`src/rtl/cpu_pkg.sv`:
```
// Shared CPU front-end definitions: PC sequencer states, request vector
// and the fixed exception/reset addresses.
package cpu_pkg;

  localparam logic [31:0] RESET_PC        = 32'h8000_0000;
  localparam logic [31:0] EXC_VEC_DFLT    = 32'h8000_0180;
  localparam logic [31:0] REFILL_VEC_DFLT = 32'h8000_0000;

  typedef enum logic [1:0] {BOOT, RUN, PEND, FLUSH} pcs_state_t;

  // One bit per PC source, highest priority first.
  typedef struct packed {
    logic exc;
    logic eret;
    logic pend;
    logic br;
    logic seq;
  } pcs_req_t;

  // A fault in a delay slot restarts at the branch that owns the slot.
  function automatic logic [31:0] epc_of(input logic [31:0] fpc, input logic bd);
    return bd ? fpc - 32'd4 : fpc;
  endfunction

endpackage

```
`src/rtl/pc_next_mux.sv`:
```
// Priority select of the next PC and its write enable from the request vector.
module pc_next_mux
  import cpu_pkg::*;
(
  input  pcs_req_t    req_i,
  input  logic        rdy_i,
  input  logic [31:0] exc_vec_i,
  input  logic [31:0] epc_in_i,
  input  logic [31:0] pend_target_i,
  input  logic [31:0] br_target_i,
  input  logic [31:0] pc_i,
  output logic [31:0] npc_o,
  output logic        pc_we_o
);

  always_comb begin
    npc_o   = pc_i + 32'd4;
    pc_we_o = 1'b0;
    if (req_i.exc) begin
      npc_o   = exc_vec_i;
      pc_we_o = 1'b1;
    end else if (req_i.eret) begin
      npc_o   = epc_in_i;
      pc_we_o = 1'b1;
    end else if (req_i.pend) begin
      npc_o   = pend_target_i;
      pc_we_o = rdy_i;
    end else if (req_i.br) begin
      npc_o   = br_target_i;
      pc_we_o = rdy_i;
    end else if (req_i.seq) begin
      pc_we_o = rdy_i;
    end
  end

endmodule

```
`src/rtl/pc_sequencer.sv`:
```
// Next-PC controller: arbitrates sequential, branch, exception and ERET
// redirects, and holds a branch that resolves while fetch cannot advance.
module pc_sequencer
  import cpu_pkg::*;
#(
  parameter logic [31:0] EXC_VEC    = EXC_VEC_DFLT,
  parameter logic [31:0] REFILL_VEC = REFILL_VEC_DFLT
) (
  input  logic        clk,
  input  logic        clrn,
  input  logic [31:0] pc_i,
  input  logic        if_ready_i,
  input  logic        stall_i,
  input  logic        br_req_i,
  input  logic [31:0] br_target_i,
  input  logic        exc_i,
  input  logic        exc_refill_i,
  input  logic [31:0] exc_pc_i,
  input  logic        exc_bd_i,
  input  logic        eret_i,
  input  logic [31:0] epc_in_i,
  output logic [31:0] npc_o,
  output logic        pc_we_o,
  output logic        flush_o,
  output logic [31:0] epc_o,
  output logic        epc_we_o
);

  pcs_state_t  state_q, state_d;
  logic [31:0] pend_q, pend_d;
  pcs_req_t    req;
  logic        rdy;
  logic [31:0] mux_npc;
  logic        mux_we;

  assign rdy = if_ready_i & ~stall_i;

  // A branch is only live in RUN: PEND already holds it, FLUSH squashed it.
  always_comb begin
    req      = '0;
    req.exc  = exc_i;
    req.eret = eret_i;
    req.pend = (state_q == PEND);
    req.br   = br_req_i & (state_q == RUN);
    req.seq  = (state_q != BOOT);
  end

  pc_next_mux u_mux (
    .req_i        (req),
    .rdy_i        (rdy),
    .exc_vec_i    (exc_refill_i ? REFILL_VEC : EXC_VEC),
    .epc_in_i     (epc_in_i),
    .pend_target_i(pend_q),
    .br_target_i  (br_target_i),
    .pc_i         (pc_i),
    .npc_o        (mux_npc),
    .pc_we_o      (mux_we)
  );

  always_ff @(posedge clk or negedge clrn) begin
    if (!clrn) begin
      state_q <= BOOT;
      pend_q  <= '0;
    end else begin
      state_q <= state_d;
      pend_q  <= pend_d;
    end
  end

  always_comb begin
    state_d = state_q;
    pend_d  = pend_q;
    if (exc_i || eret_i) begin
      state_d = FLUSH;
      pend_d  = '0;
    end else begin
      case (state_q)
        BOOT:  state_d = RUN;
        RUN:   if (br_req_i && !rdy) begin
                 state_d = PEND;
                 pend_d  = br_target_i;
               end
        PEND:  if (rdy) state_d = RUN;
        FLUSH: state_d = RUN;
        default: state_d = BOOT;
      endcase
    end
  end

  // Outputs are forced quiet while reset is held.
  always_comb begin
    npc_o    = RESET_PC;
    pc_we_o  = 1'b0;
    flush_o  = 1'b0;
    epc_o    = '0;
    epc_we_o = 1'b0;
    if (clrn) begin
      npc_o    = mux_npc;
      pc_we_o  = mux_we;
      flush_o  = exc_i | eret_i;
      epc_we_o = exc_i;
      if (exc_i) epc_o = epc_of(exc_pc_i, exc_bd_i);
    end
  end

endmodule

```
`config.mk`:
```
export PLATFORM = sky130hd
export DESIGN_NAME = pc_sequencer
export DESIGN_NICKNAME = d
export VERILOG_FILES = /design/src/rtl/cpu_pkg.sv /design/src/rtl/pc_next_mux.sv /design/src/rtl/pc_sequencer.sv
export SDC_FILE = /design/constraint.sdc
export NUM_CORES = 1
export LEC_CHECK = 0
export ABC_CLOCK_PERIOD_IN_PS = 2800
export BUFFER_PORTS_ARGS = -buffer_cell sky130_fd_sc_hd__buf_2
export CAP_MARGIN = 5
export CORE_ASPECT_RATIO = 1.25
export CORE_MARGIN = 8
export CORE_UTILIZATION = 30
export DETAILED_ROUTE_END_ITERATION = 16
export PLACE_DENSITY = 0.63
export SLEW_MARGIN = 20
export SYNTH_ARGS = -nofsm -noshare
export SYNTH_HDL_FRONTEND = slang
export SYNTH_SLANG_ARGS = --single-unit
export TNS_END_PERCENT = 30
```
`constraint.sdc`:
```
create_clock -name clk -period 2.8 [get_ports clk]
set_input_delay 0.28 -clock clk [delete_from_list [all_inputs] [get_ports clk]]
set_output_delay 0.28 -clock clk [all_outputs]
set_load 0.005 [all_outputs]
```
After elaboration in Yosys (flattened, before gate mapping) --
Cells that the tools add are included.
Storage, ports and cells: flip-flop bits (word level) 34, output and inout port bits 67, word-level logic and storage cells 47
Operators by class: add/subtract/negate cells 2, equal/unequal tests 5, muxes and demuxes 24, bitwise gates (word level) 4, reductions and logical operators 10
Operator list (count):
- 2-to-1 mux 32 bit | 11
- adder 32 x 3 -> 32 bit, second input constant | 1
- subtractor 32 x 3 -> 32 bit, second input constant | 1
- 2-to-1 mux 9 bit | 1
- 2-to-1 mux 1 bit | 8
- 2-to-1 mux 2 bit | 3
- != test 3 x 1 -> 1 bit, second input constant | 2
- one-hot mux 2 bit (3 select lines) | 1
- nonzero test 2 bit | 3
- equality test 2 bit, second input constant | 2
- AND reduction 2 bit | 2
- AND 1 bit | 2
- equality test 2 x 1 -> 1 bit, second input constant | 1
- zero test 2 bit | 1
- OR reduction 2 bit | 1
- logical AND 1 bit | 1
- zero test 1 bit | 1
- logical OR 1 bit | 1
- inverter 1 bit | 1
- OR 1 bit | 1

Longest topological paths before layout --
Gate-level depths: netlist of the first run.
word-level depth 8, mapped depth 7, gate-level depth less buffers 7

By module --
From an unflattened synthesis of the first run, not the netlist that was laid out.
Second synthesis, totals: cell total of the unflattened synthesis 557, area total of the unflattened synthesis 4170.2 µm²
Modules (own cells, without submodules):
- pc_sequencer | times used 1, cells an instance 254, area each 2289.7 µm²
- pc_next_mux | times used 1, cells an instance 303, area each 1880.6 µm²

Least setup slack after synthesis of the first run --
No wires, ideal clock.
path kind input-to-output, start point in exc_pc_i[10], end point out epc_o[28], arrival time 1856 ps, setup slack 664 ps, stages on the path 5, path buffers 0, path through or4_4 -> nor4_4 -> nand3_2 -> or4_1 -> o21ai_0
Between the ends: word-level cells in the longest chain between the ends 4
Ends and longest elaborated chain:
- start, declared | RTL line pc_sequencer.sv:18 | input logic [31:0] exc_pc_i,
- subtractor 32 x 3 -> 32 bit | RTL line cpu_pkg.sv:22 | return bd ? fpc - 32'd4 : fpc;
- 2-to-1 mux 32 bit | RTL line cpu_pkg.sv:22
- 2-to-1 mux 32 bit | RTL line pc_sequencer.sv:102 | if (exc_i) epc_o = epc_of(exc_pc_i, exc_bd_i);
- 2-to-1 mux 32 bit | RTL line pc_sequencer.sv:97 | if (clrn) begin
- end, declared | RTL line pc_sequencer.sv:25 | output logic [31:0] epc_o,
No other way between the ends.

Worst setup path in the final report of the first run --
start point reg state_q[1], end point out npc_o[23]
Between the ends: word-level cells in the longest chain between the ends 7, elaborated cells between the ends (all ways) 8, classes of those cells eq/ne (2); mux (5); bitwise (1)
Ends and longest elaborated chain:
- start, declared | RTL line pc_sequencer.sv:29 | pcs_state_t state_q, state_d;
- start signal, assigned | RTL line pc_sequencer.sv:65 | state_q <= state_d;
- equality test 2 x 1 -> 1 bit | RTL line pc_sequencer.sv:44 | req.br = br_req_i & (state_q == RUN);
- AND 1 bit | RTL line pc_sequencer.sv:44
- 2-to-1 mux 32 bit | RTL line pc_next_mux.sv:28 | end else if (req_i.br) begin
- 2-to-1 mux 32 bit (*) | RTL line pc_next_mux.sv:25 | end else if (req_i.pend) begin
- 2-to-1 mux 32 bit (*) | RTL line pc_next_mux.sv:22 | end else if (req_i.eret) begin
- 2-to-1 mux 32 bit (*) | RTL line pc_next_mux.sv:19 | if (req_i.exc) begin
- 2-to-1 mux 32 bit (*) | RTL line pc_sequencer.sv:97
- end, declared | RTL line pc_sequencer.sv:22 | output logic [31:0] npc_o,
Every way passes the cells marked *; elsewhere a longest branch is shown, timed or not.

==> flow_summary.ini, run 1 <==
[die]
die-height_um = 138.5
start_util = 0.3086
coreArea_mm2 = 0.01167
io_pins = 204
rows = 44
dieWidth_um = 114.0
die-area_mm2 = 0.01579

[timing]
setup_viol = 0
hold_viol = 0
tightest_slew_ps = 696.7
max_freq_mhz = 390.0
drv_slew = 0
rsz0062_at_grt = false
min_period_ps = 2564
relSlewSlack = 0.5320
finalClockSkew_ps = 5.851
finalSetupTns_ps = 0
period_share = 0.9156

[grt]
grt_pass1_wl_um = 25810
grt_max_degree = 36
antenna_found_initial = 1
grt_pass1_vias = 4957
overflow = 0
grtUsageMet3 = 0.06492
top_usage_layer = met2
met2_usage = 0.3461
grt_use_met1 = 0.2251
track_usage = 0.2018

[detailed_routing]
viasPerCell = 5.681
ant_nets = 0
post_drt_wl_per_cell_um = 19.33
routed_wl_um = 16240
dr.first_iter.drc_count = 297
vias = 4772
route.detailed.drc = 0
first_pass_iters = 6

[outcome]
status = completed

[clock_network]
cts_setup_buffers = 0
clk_latency_ps = 290
clock_sinks = 34
htreeDepth = 2
cts_root_buf = clkbuf_16
cts_tree = yes
clockBufferDepth = 2
path_clk_slew_ps = 60
hold_buffers = 1
ctsResizeCount = 0
numCtsBuffers = 5

[power_and_ir_drop]
ir_drop_mv = 0.1785
power.total_mw = 1.628
leakagePower_nw = 2.324
p_per_area_mw_per_mm2 = 323.9

[placed_design]
place.gp.congestion = 0.8449
dp.cells = 831
port_buffers = 203
place_hpwl_um = 12570

[yosys]
syn_area_per_cell_um2 = 7.458
ys_seq_area_frac = 0.2362
synth.ff_latch_count = 34
synthArstFlopShare = 1.000
syn_area_mm2 = 0.003602
yosys_warnings = 0
syn_inst = 483
syn_nets = 622
synth_ff_type = dfrtp_1
synth_edf_count = 0
synth.distinct_cells = 55

[worst_setup_path]
worst_ep_required_time_ps = 2520
worstPathArrival_ps = 2280
critical-path-slowest-cell = and3b_1
start_kind = flop
endpoint_kind = primary output
slowest_delay_ps = 680
worstSetupPathType = flop to primary output
path_cells = and3b_1 > nor2_1 > and3_1 > o21ai_0 > buf_2
worstPathMaxFanout = 17

[flow_run]
drv_cap = 0

[finish]
syn_to_final_growth_pct = 39.53
utilization = 0.4306
fillCellCount = 1247
fin_nets = 817
layout.cells.non_filler = 840
layout-drive-gt1-share = 0.3628

[hold_path]
hp-class = input pin to flop
[Yosys cell counts (2+ instances only)]
library cell | n | area [um2]
and4_1 | 7 | 61.31
nand3b_1 | 3 | 22.52
clkbuf_1 | 29 | 108.9
a21oi_1 | 45 | 225.2
a311oi_1 | 4 | 35.03
nor2_1 | 56 | 210.2
nor4_4 | 2 | 42.54
nand4b_1 | 2 | 17.52
nor4b_1 | 2 | 17.52
a211oi_1 | 2 | 15.01
xnor2_1 | 15 | 131.4
nand2b_1 | 4 | 25.02
inv_1 | 8 | 30.03
or4_1 | 7 | 52.55
xor2_1 | 23 | 201.4
dfrtp_1 | 34 | 850.8
nor3_1 | 8 | 40.04
or4_4 | 2 | 22.52
a21o_1 | 4 | 30.03
nor4_1 | 8 | 50.05
o21ai_0 | 51 | 255.2
a211o_1 | 2 | 17.52
buf_1 | 4 | 15.01
nand2_1 | 26 | 97.59
nand3_1 | 17 | 85.08
o211ai_1 | 7 | 52.55
nand4_1 | 18 | 112.6
or3_1 | 6 | 37.54
a221oi_1 | 9 | 78.83
ha_1 | 2 | 25.02
o31a_1 | 5 | 43.79
nor2b_1 | 5 | 31.28
a22o_1 | 33 | 289.0
o31ai_1 | 4 | 30.03
and3_1 | 4 | 25.02
a31o_2 | 6 | 52.55
[area by class of cell]
| type | count | area, um2 | area share |
|---|---|---|---|
| multi-input cells | 407 | 2599 | 0.5171 |
| repair buffers | 222 | 1174 | 0.2335 |
| flip-flops and latches | 34 | 850.8 | 0.1693 |
| well taps | 161 | 201.4 | 0.04008 |
| clock buffers | 6 | 138.9 | 0.02763 |
| clock inverters | 1 | 30.03 | 0.005975 |
| inverters | 8 | 30.03 | 0.005975 |
| diodes | 1 | 2.502 | 0.0004979 |
[cells in the final DEF, fill, tap and decap left out, types with 3 or more instances in the layout]
cell type,n
nor2b_1,4
or4_1,7
xor2_1,23
nor4_1,8
nand2b_1,4
dfrtp_1,34
clkbuf_16,5
o31a_1,5
a311oi_1,4
buf_4,17
nand3_1,17
nand2_1,26
a21o_1,4
xnor2_1,15
o21ai_0,51
or3_1,6
o31ai_1,4
nand3b_1,3
o211ai_1,7
a221oi_1,9
nor2_1,56
a22o_1,33
and4_1,7
nor3_1,8
inv_1,8
nand4_1,18
buf_2,203
a31o_2,6
and3_1,4
a21oi_1,45
[stage by stage]
step	setup WS [ps]	hold slack (ps)	cell area, um2
finish	236.2	230.1	5026
global route	50.04	228.2	5026
CTS	254.4	218.9	5024
detailed placement	329.8	152.2	4845
global placement	341.0	147.0	4845
floorplan	663.9	-15.59	3602
[report_power, final]
part	internal (mW)	switching [mW]
clock network	0.440	0.221
registers	0.498	0.00401
logic	0.201	0.265
[state kept, by name, indices dropped and copies added, names as in the netlist]
name,flops
pend_q,32
state_q,2
[worst max-delay path: cells and delay by family (launching register included)]
family	cells	cell delay (ps)
buffers and inverters	1	150
AOI/OAI and AO/OA	1	180
DFF	1	410
and+or+nand+nor	3	1260
[cells by family after synthesis]
| group | count (synthesis) | synth area share |
|---|---|---|
| XOR/XNOR | 38 | 0.09239 |
| adder cells (fa/ha/maj) | 2 | 0.006946 |
| AND/OR/NAND/NOR | 186 | 0.2883 |
| AO/OA/AOI/OAI | 181 | 0.3321 |
| buffers and inverters | 42 | 0.04411 |
| flip-flops | 34 | 0.2362 |
[metal layers]
| metal | share of wire | vias up |
|---|---|---|
| met3 | 0.092 | 37 |
| met5 | 0 | - |
| met1 | 0.39 | 2239 |
| li1 | - | 2235 |
| met4 | 0.028 | 0 |
| met2 | 0.49 | 261 |
[worst paths after layout]
kind                                             start                      to  slack [ps]  depth (start not counted)
worst max-delay path            state_q[1]$_DFFE_PN0P_               npc_o[23]         240                          5
worst min-delay path                    br_target_i[3]   pend_q[3]$_DFFE_PN0P_         230                          2
worst max register to register  state_q[1]$_DFFE_PN0P_   pend_q[0]$_DFFE_PN0P_         680                          4
worst min register to register  pend_q[17]$_DFFE_PN0P_  pend_q[17]$_DFFE_PN0P_         510                          1
max in group asynchronous                         clrn  pend_q[13]$_DFFE_PN0P_        1620                          3
min in group asynchronous                         clrn   pend_q[3]$_DFFE_PN0P_         460                          2
Power figures use the tool's default switching activity.
==> inputs of run 2 (changes only) <==
- PLACE_DENSITY: 0.63 -> 0.61
- SYNTH_HIERARCHICAL: unset -> 1
==> run 2 against run 1 <==
Compared with the run above: via count increased by 6.1%; total power increased by 11%; clock-buffer cell count decreased by 1; register-to-register slack improved by 300 ps; cell area increased by 13%; synthesized cell count increased by 15%; clock skew decreased by 3.0 ps.
==> flow_summary.ini, run 2 <==
[outcome]
status = completed

[yosys]
synth.area.mux_share = 0.01920
syn_area_per_cell_um2 = 7.487
syn_inst = 557
synth_most_common_cell = nand2_1
synth_top_family_by_area = simple AND/OR/NAND/NOR gates
synth.distinct_cells = 64
synthSimpleGateAreaFrac = 0.3378
synth.ff_latch_count = 34
synth-adder-area-share = 0.006001
netlist_top_cells_count = nand2_1 (52), a21oi_1 (41), nor2_1 (36), dfrtp_1 (34), o21ai_0 (34)
synth-xor-area-share = 0.07981
yosysTopAreaCell = dfrtp_1
synth_top_area_frac = 0.2040
synth_area_leaders = dfrtp_1 (20%), a22o_1 (6.7%), xnor2_1 (5.7%)
synth_edf_count = 0
synth-compound-area-share = 0.2952
synth_ff_type = dfrtp_1
synthArstFlopShare = 1.000
ys_seq_area_frac = 0.2040
yosys_warnings = 6
syn_area_mm2 = 0.004170

[hold_path]
hp-class = input pin to flop

[grt]
grt_pass1_wl_um = 26740
top_usage_layer = met2
track_usage = 0.1845
overflow = 0
met2_usage = 0.3098
grtUsageMet3 = 0.05725
grt_pass1_vias = 5029
antenna_found_initial = 2
grt_use_met1 = 0.2195
grt_max_degree = 59

[placed_design]
place_hpwl_um = 13750
place.gp.congestion = 0.8471
dp.cells = 941
port_buffers = 203

[timing]
drv_slew = 0
hold_viol = 0
max_freq_mhz = 378.5
tightest_slew_ps = 775.6
period_share = 0.9436
setup_viol = 0
finalClockSkew_ps = 2.806
relSlewSlack = 0.4790
min_period_ps = 2642
rsz0062_at_grt = true

[detailed_routing]
route.detailed.drc = 0
viasPerCell = 5.316
ant_nets = 0
routed_wl_um = 17360
dr.first_iter.drc_count = 299
post_drt_wl_per_cell_um = 18.23
first_pass_iters = 4
vias = 5061

[die]
dieWidth_um = 121.5
io_pins = 204
rows = 48
coreArea_mm2 = 0.01369
die-height_um = 147.8
start_util = 0.3046
die-area_mm2 = 0.01795

[power_and_ir_drop]
p_per_area_mw_per_mm2 = 317.9
leakagePower_nw = 2.604
seqPwrFrac = 0.277
p_clk_frac = 0.407
ir_drop_mv = 0.2576
p_int_mw = 1.259
p_comb_frac = 0.316
power.switching_mw = 0.5523
swShare = 0.3049

[finish]
largest_reg_flops = 32
layout-drive-gt1-share = 0.3329
mostFrequentLayoutCells = buf_2 (203), nand2_1 (52), a21oi_1 (41)
fillCellCount = 1455
fin_nets = 913
layout.cells.non_filler = 952
utilization = 0.4161
regMostFlops = pend_q
syn_to_final_growth_pct = 36.63
layout_commonest_cell = buf_2
largestRegisters = pend_q: 32 flops, state_q: 2 flops

[clock_network]
clockBufferDepth = 2
cts_setup_buffers = 0
clock_sinks = 34
numCtsBuffers = 5
path_clk_slew_ps = 60
cts_root_buf = clkbuf_16
clk_latency_ps = 280
cts_tree = yes
htreeDepth = 2

[worst_setup_path]
start_kind = flop
endpoint_kind = primary output
worstPathArrival_ps = 2360
worstSetupPathType = flop to primary output
worst_ep_required_time_ps = 2520
worstPathMaxFanout = 23

[flow_run]
drv_cap = 0
## run 2: layer usage
| layer | wire [um] | vias to the layer above |
|---|---|---|
| li1 | - | 2496 |
| met3 | 1766 | 25 |
| met5 | 23 | - |
| met1 | 7026 | 2324 |
| met2 | 8229 | 212 |
| met4 | 310 | 4 |
## run 2: final timing paths
check | from | endpoint | slack (ps) | depth (start not counted)
min | br_target_i[5] | pend_q[5]$_DFFE_PN0P_ | 230 | 2
max reg2reg | state_q[1]$_DFFE_PN0P_ | pend_q[14]$_DFFE_PN0P_ | 980 | 6
min in group asynchronous | clrn | pend_q[21]$_DFFE_PN0P_ | 420 | 2
max | state_q[0]$_DFFE_PN0P_ | npc_o[15] | 160 | 7
max in group asynchronous | clrn | pend_q[27]$_DFFE_PN0P_ | 1810 | 3
min reg2reg | pend_q[11]$_DFFE_PN0P_ | pend_q[11]$_DFFE_PN0P_ | 510 | 1
## run 2: area by class of cell
| type | instances | area [um2] | area share |
|---|---|---|---|
| Timing Repair Buffer | 221 | 1166 | 0.2047 |
| Tap cell | 175 | 219.0 | 0.03843 |
| Inverter | 16 | 60.06 | 0.01054 |
| Sequential cell | 34 | 850.8 | 0.1493 |
| Antenna cell | 2 | 5.005 | 0.0008783 |
| Multi-Input combinational cell | 496 | 3203 | 0.5621 |
| Clock inverter | 3 | 68.82 | 0.01208 |
| Clock buffer | 5 | 125.1 | 0.02196 |
## run 2: through the flow
stage	setup TNS [ps]	hold slack [ps]	total power, mW	worst slack (ps)	cell area [um2]
2_1_floorplan	0	-15.59	0.7889	802.4	4275
3_3_place_gp	0	188.9	1.078	369.6	5484
3_5_place_dp	0	192.4	1.079	356.2	5484
4_1_cts	0	221.9	1.824	37.29	5688
5_1_grt	-74.47	236.7	1.903	-41.92	5693
6_report	0	227.1	1.811	157.9	5698
## run 2: worst max-delay path, stage by stage (launching register included)
cell	delay [ps]
dfrtp_1	390
and3b_1	200
buf_4	220
nor3_1	670
o21ai_0	200
o21ai_1	160
and2_1	130
buf_2	100
## run 2: power groups by stage
stage | Clock, mW | Sequential (mW) | Combinational, mW
final | 0.737 | 0.501 | 0.573
after global routing | 0.766 | 0.502 | 0.635
after CTS | 0.750 | 0.501 | 0.573
after detailed placement | 0 | 0.510 | 0.570
after global placement | 0 | 0.510 | 0.568
after floorplan | 0 | 0.509 | 0.280
## run 2: what timing repair did
| item | in CTS | in global routing |
|---|---|---|
| gates resized for setup | 0 | 2 |
| endpoints found under the setup margin | 0 | 13 |
| hold endpoints to repair | 7 | 0 |
| hold buffers | 1 | 0 |
## run 2: cells by family (layout without fill, tap and decap cells)
| family | after synthesis | after routing |
|---|---|---|
| DFF | 34 | 34 |
| other | 2 | 32 |
| AOI/OAI and AO/OA | 180 | 180 |
| buffers and inverters | 55 | 245 |
| and+or+nand+nor | 238 | 238 |
| xor gates and xnor gates | 38 | 38 |
| muxes | 8 | 8 |
| adders and majority gates | 2 | 2 |
==> inputs of run 3 (changes only) <==
- ABC_AREA: unset -> 1
- PLACE_DENSITY: 0.61 -> 0.59
==> run 3 against run 2 <==
Compared with the run above: sequential share of layout area shrank 1.6 points; combinational power grew 7.2%; worst hold slack lost 28 ps; synthesized cell count grew 73%; setup slack gained 160 ps; clock skew grew 3.5 ps; wire length grew 14%; area after synthesis grew 17%; clock-buffer cell count grew 3; critical path type unchanged.
==> flow_summary.ini, run 3 <==
[worst_setup_path]
path_cells = inv_1 > nor2_2 > inv_1 > o21ai_0 > o21ai_0 > o21ai_0 > o21ai_0 > nand2_1 > inv_1 > buf_2
worstSetupPathType = flop to primary output
r2r-start = state_q[0]$_DFFE_PN0P_
cp_common_cell = o21ai_0
cp-endpoint = npc_o[4]
cp_top_family = buffers and inverters
slowest_delay_ps = 510
reg2reg_depth = 6
start_kind = flop
timing.rr.end = pend_q[5]$_DFFE_PN0P_
worstPathArrival_ps = 2200
r2r_setup_slack_ps = 1290
worst_ep_required_time_ps = 2520
path_depth = 10
cp-startpoint = state_q[1]$_DFFE_PN0P_
endpoint_kind = primary output
worstPathMaxFanout = 22
critical-path-slowest-cell = inv_1
cp.buffers_inverters = 4

[grt]
grt_pass1_wl_um = 31800
track_usage = 0.1902
antenna_found_initial = 3
grt_pass1_vias = 6342
overflow = 0
grt_max_degree = 68

[clock_network]
path_clk_slew_ps = 60
cts_setup_buffers = 0
clock_sinks = 34
cts_root_buf = clkbuf_16
clk_latency_ps = 290
numCtsBuffers = 5
clockBufferDepth = 2
htreeDepth = 2
cts_tree = yes
ctsResizeCount = 0
hold_buffers = 0

[yosys]
synthArstFlopShare = 1.000
ys_seq_area_frac = 0.1738
yosys_warnings = 6
yosysTopAreaCell = nand2_1
synth_most_common_cell = nand2_1
synth.ff_latch_count = 34
syn_area_mm2 = 0.004895
synth_ff_type = dfrtp_1
synth_top_area_frac = 0.2960
synth_area_leaders = nand2_1 (30%), dfrtp_1 (17%), nor2_1 (14%)
netlist_top_cells_count = nand2_1 (386), nor2_1 (186), inv_1 (98), a21oi_1 (52), nand3_1 (41)
syn_inst = 964
synth.distinct_cells = 35
syn_area_per_cell_um2 = 5.077
synth_edf_count = 0

[detailed_routing]
vias = 6374
post_drt_wl_per_cell_um = 14.21
route.detailed.drc = 0
first_pass_iters = 5
viasPerCell = 4.569
routed_wl_um = 19820
ant_nets = 0
dr.first_iter.drc_count = 396

[flow_run]
drv_cap = 0

[placed_design]
port_buffers = 203
place_hpwl_um = 16200
placed_cell_area_mm2 = 0.006198
place.gp.congestion = 0.8766
pre_cts_ws_ps = 580.7

[die]
start_util = 0.3046
dieWidth_um = 130.2
coreArea_mm2 = 0.01607
die-height_um = 158.8
io_pins = 204
rows = 52
die-area_mm2 = 0.02068

[finish]
largest_reg_flops = 32
mostFrequentLayoutCells = nand2_1 (386), buf_2 (203), nor2_1 (185)
syn_to_final_growth_pct = 30.19
largestRegisters = pend_q: 32 flops, state_q: 2 flops
layout_commonest_cell = nand2_1
fin_nets = 1314
finalInstanceArea_mm2 = 0.006372
layout-drive-gt1-share = 0.2202
regMostFlops = pend_q

[hold_path]
hp-class = input pin to asynchronous set/reset pin

[timing]
period_share = 0.8852
setup_viol = 0
tightest_slew_ps = 814.0
min_period_ps = 2479
max_freq_mhz = 403.5
drv_slew = 0
relSlewSlack = 0.4574
finalSetupTns_ps = 0
hold_viol = 0
rsz0062_at_grt = false
finalClockSkew_ps = 6.330
finalWorstSetupSlack_ps = 321.5

[power_and_ir_drop]
leakagePower_nw = 3.789
p_per_area_mw_per_mm2 = 272.1
ir_drop_mv = 0.2093

[outcome]
status = completed
run 3: changes by cell type in the layout (fill, tap and decap cells not counted), sizes merged, moves of 10 or more:
cell and change:
nor4 -14, o22ai -13, nand3 +29, nand2 +344
xnor2 -20, a22o -32, nor2 +168, and2 -33
a21oi +12, or4 -10, or3 -10, inv +85
nor3 -16
run 3: worst min-delay path by stage:
stage | from | cells after the start | to | slack (ps)
after floorplan | clrn | 0 | pend_q[0]$_DFFE_PN0P_ | -20
after CTS | br_target_i[1] | 3 | pend_q[1]$_DFFE_PN0P_ | 210
after global routing | br_target_i[1] | 3 | pend_q[1]$_DFFE_PN0P_ | 220
after detailed placement | pend_q[1]$_DFFE_PN0P_ | 2 | pend_q[1]$_DFFE_PN0P_ | 450
final | clrn | 2 | pend_q[0]$_DFFE_PN0P_ | 200
after global placement | pend_q[1]$_DFFE_PN0P_ | 2 | pend_q[1]$_DFFE_PN0P_ | 450
run 3: layer usage:
metal / vias up / share of wire / GRT usage
li1: 3362 / - / -
met1: 2764 / 0.43 / 0.2396
met2: 224 / 0.47 / 0.3233
met3: 24 / 0.075 / 0.01910
met4: 0 / 0.025 / 0.07094
met5: - / 0 / 0
run 3: final cells by class:
cell class | count | area [um2]
Antenna cell | 3 | 7.507
Clock buffer | 8 | 166.4
Fill cell | 1899 | 9698
Inverter | 103 | 386.6
Multi-Input combinational cell | 818 | 3600
Sequential cell | 34 | 850.8
Tap cell | 216 | 270.3
Timing Repair Buffer | 213 | 1091
run 3: report_power, final:
part / switching (mW) / internal [mW]
clock: 0.216 / 0.403
combinational: 0.381 / 0.234
sequential: 0.00302 / 0.498
run 3: worst register-to-register path, stage by stage, from the launching register on:
cell     delay, ps
dfrtp_1        400
and3_1         240
nand2_1        100
nand2_1         60
inv_2          450
nand2_1        110
nand2_1        100
run 3: logic make-up (layout without fill, tap and decap cells):
kind of cell             count (synthesis)  in the layout  synth area share
AND/OR/NAND/NOR                        666            666            0.5644
buffers and inverters                  140            324            0.1127
AO/OA/AOI/OAI                          107            107            0.1191
flip-flops                              34             34            0.1738
XOR/XNOR                                13             13           0.02326
adder cells (fa/ha/maj)                  2              2          0.005112
other                                    2             33          0.001534
run 3: per-stage QoR:
stage,instances,total power [mW],util,hold WS [ps]
6_report,1395,1.734,0.3965,198.8
2_1_floorplan,992,0.8357,-,-15.59
4_1_cts,1392,1.749,0.3961,207.3
3_3_place_gp,1384,1.126,0.3857,450.6
5_1_grt,1395,1.843,0.3965,220.0
3_5_place_dp,1384,1.127,0.3857,454.1
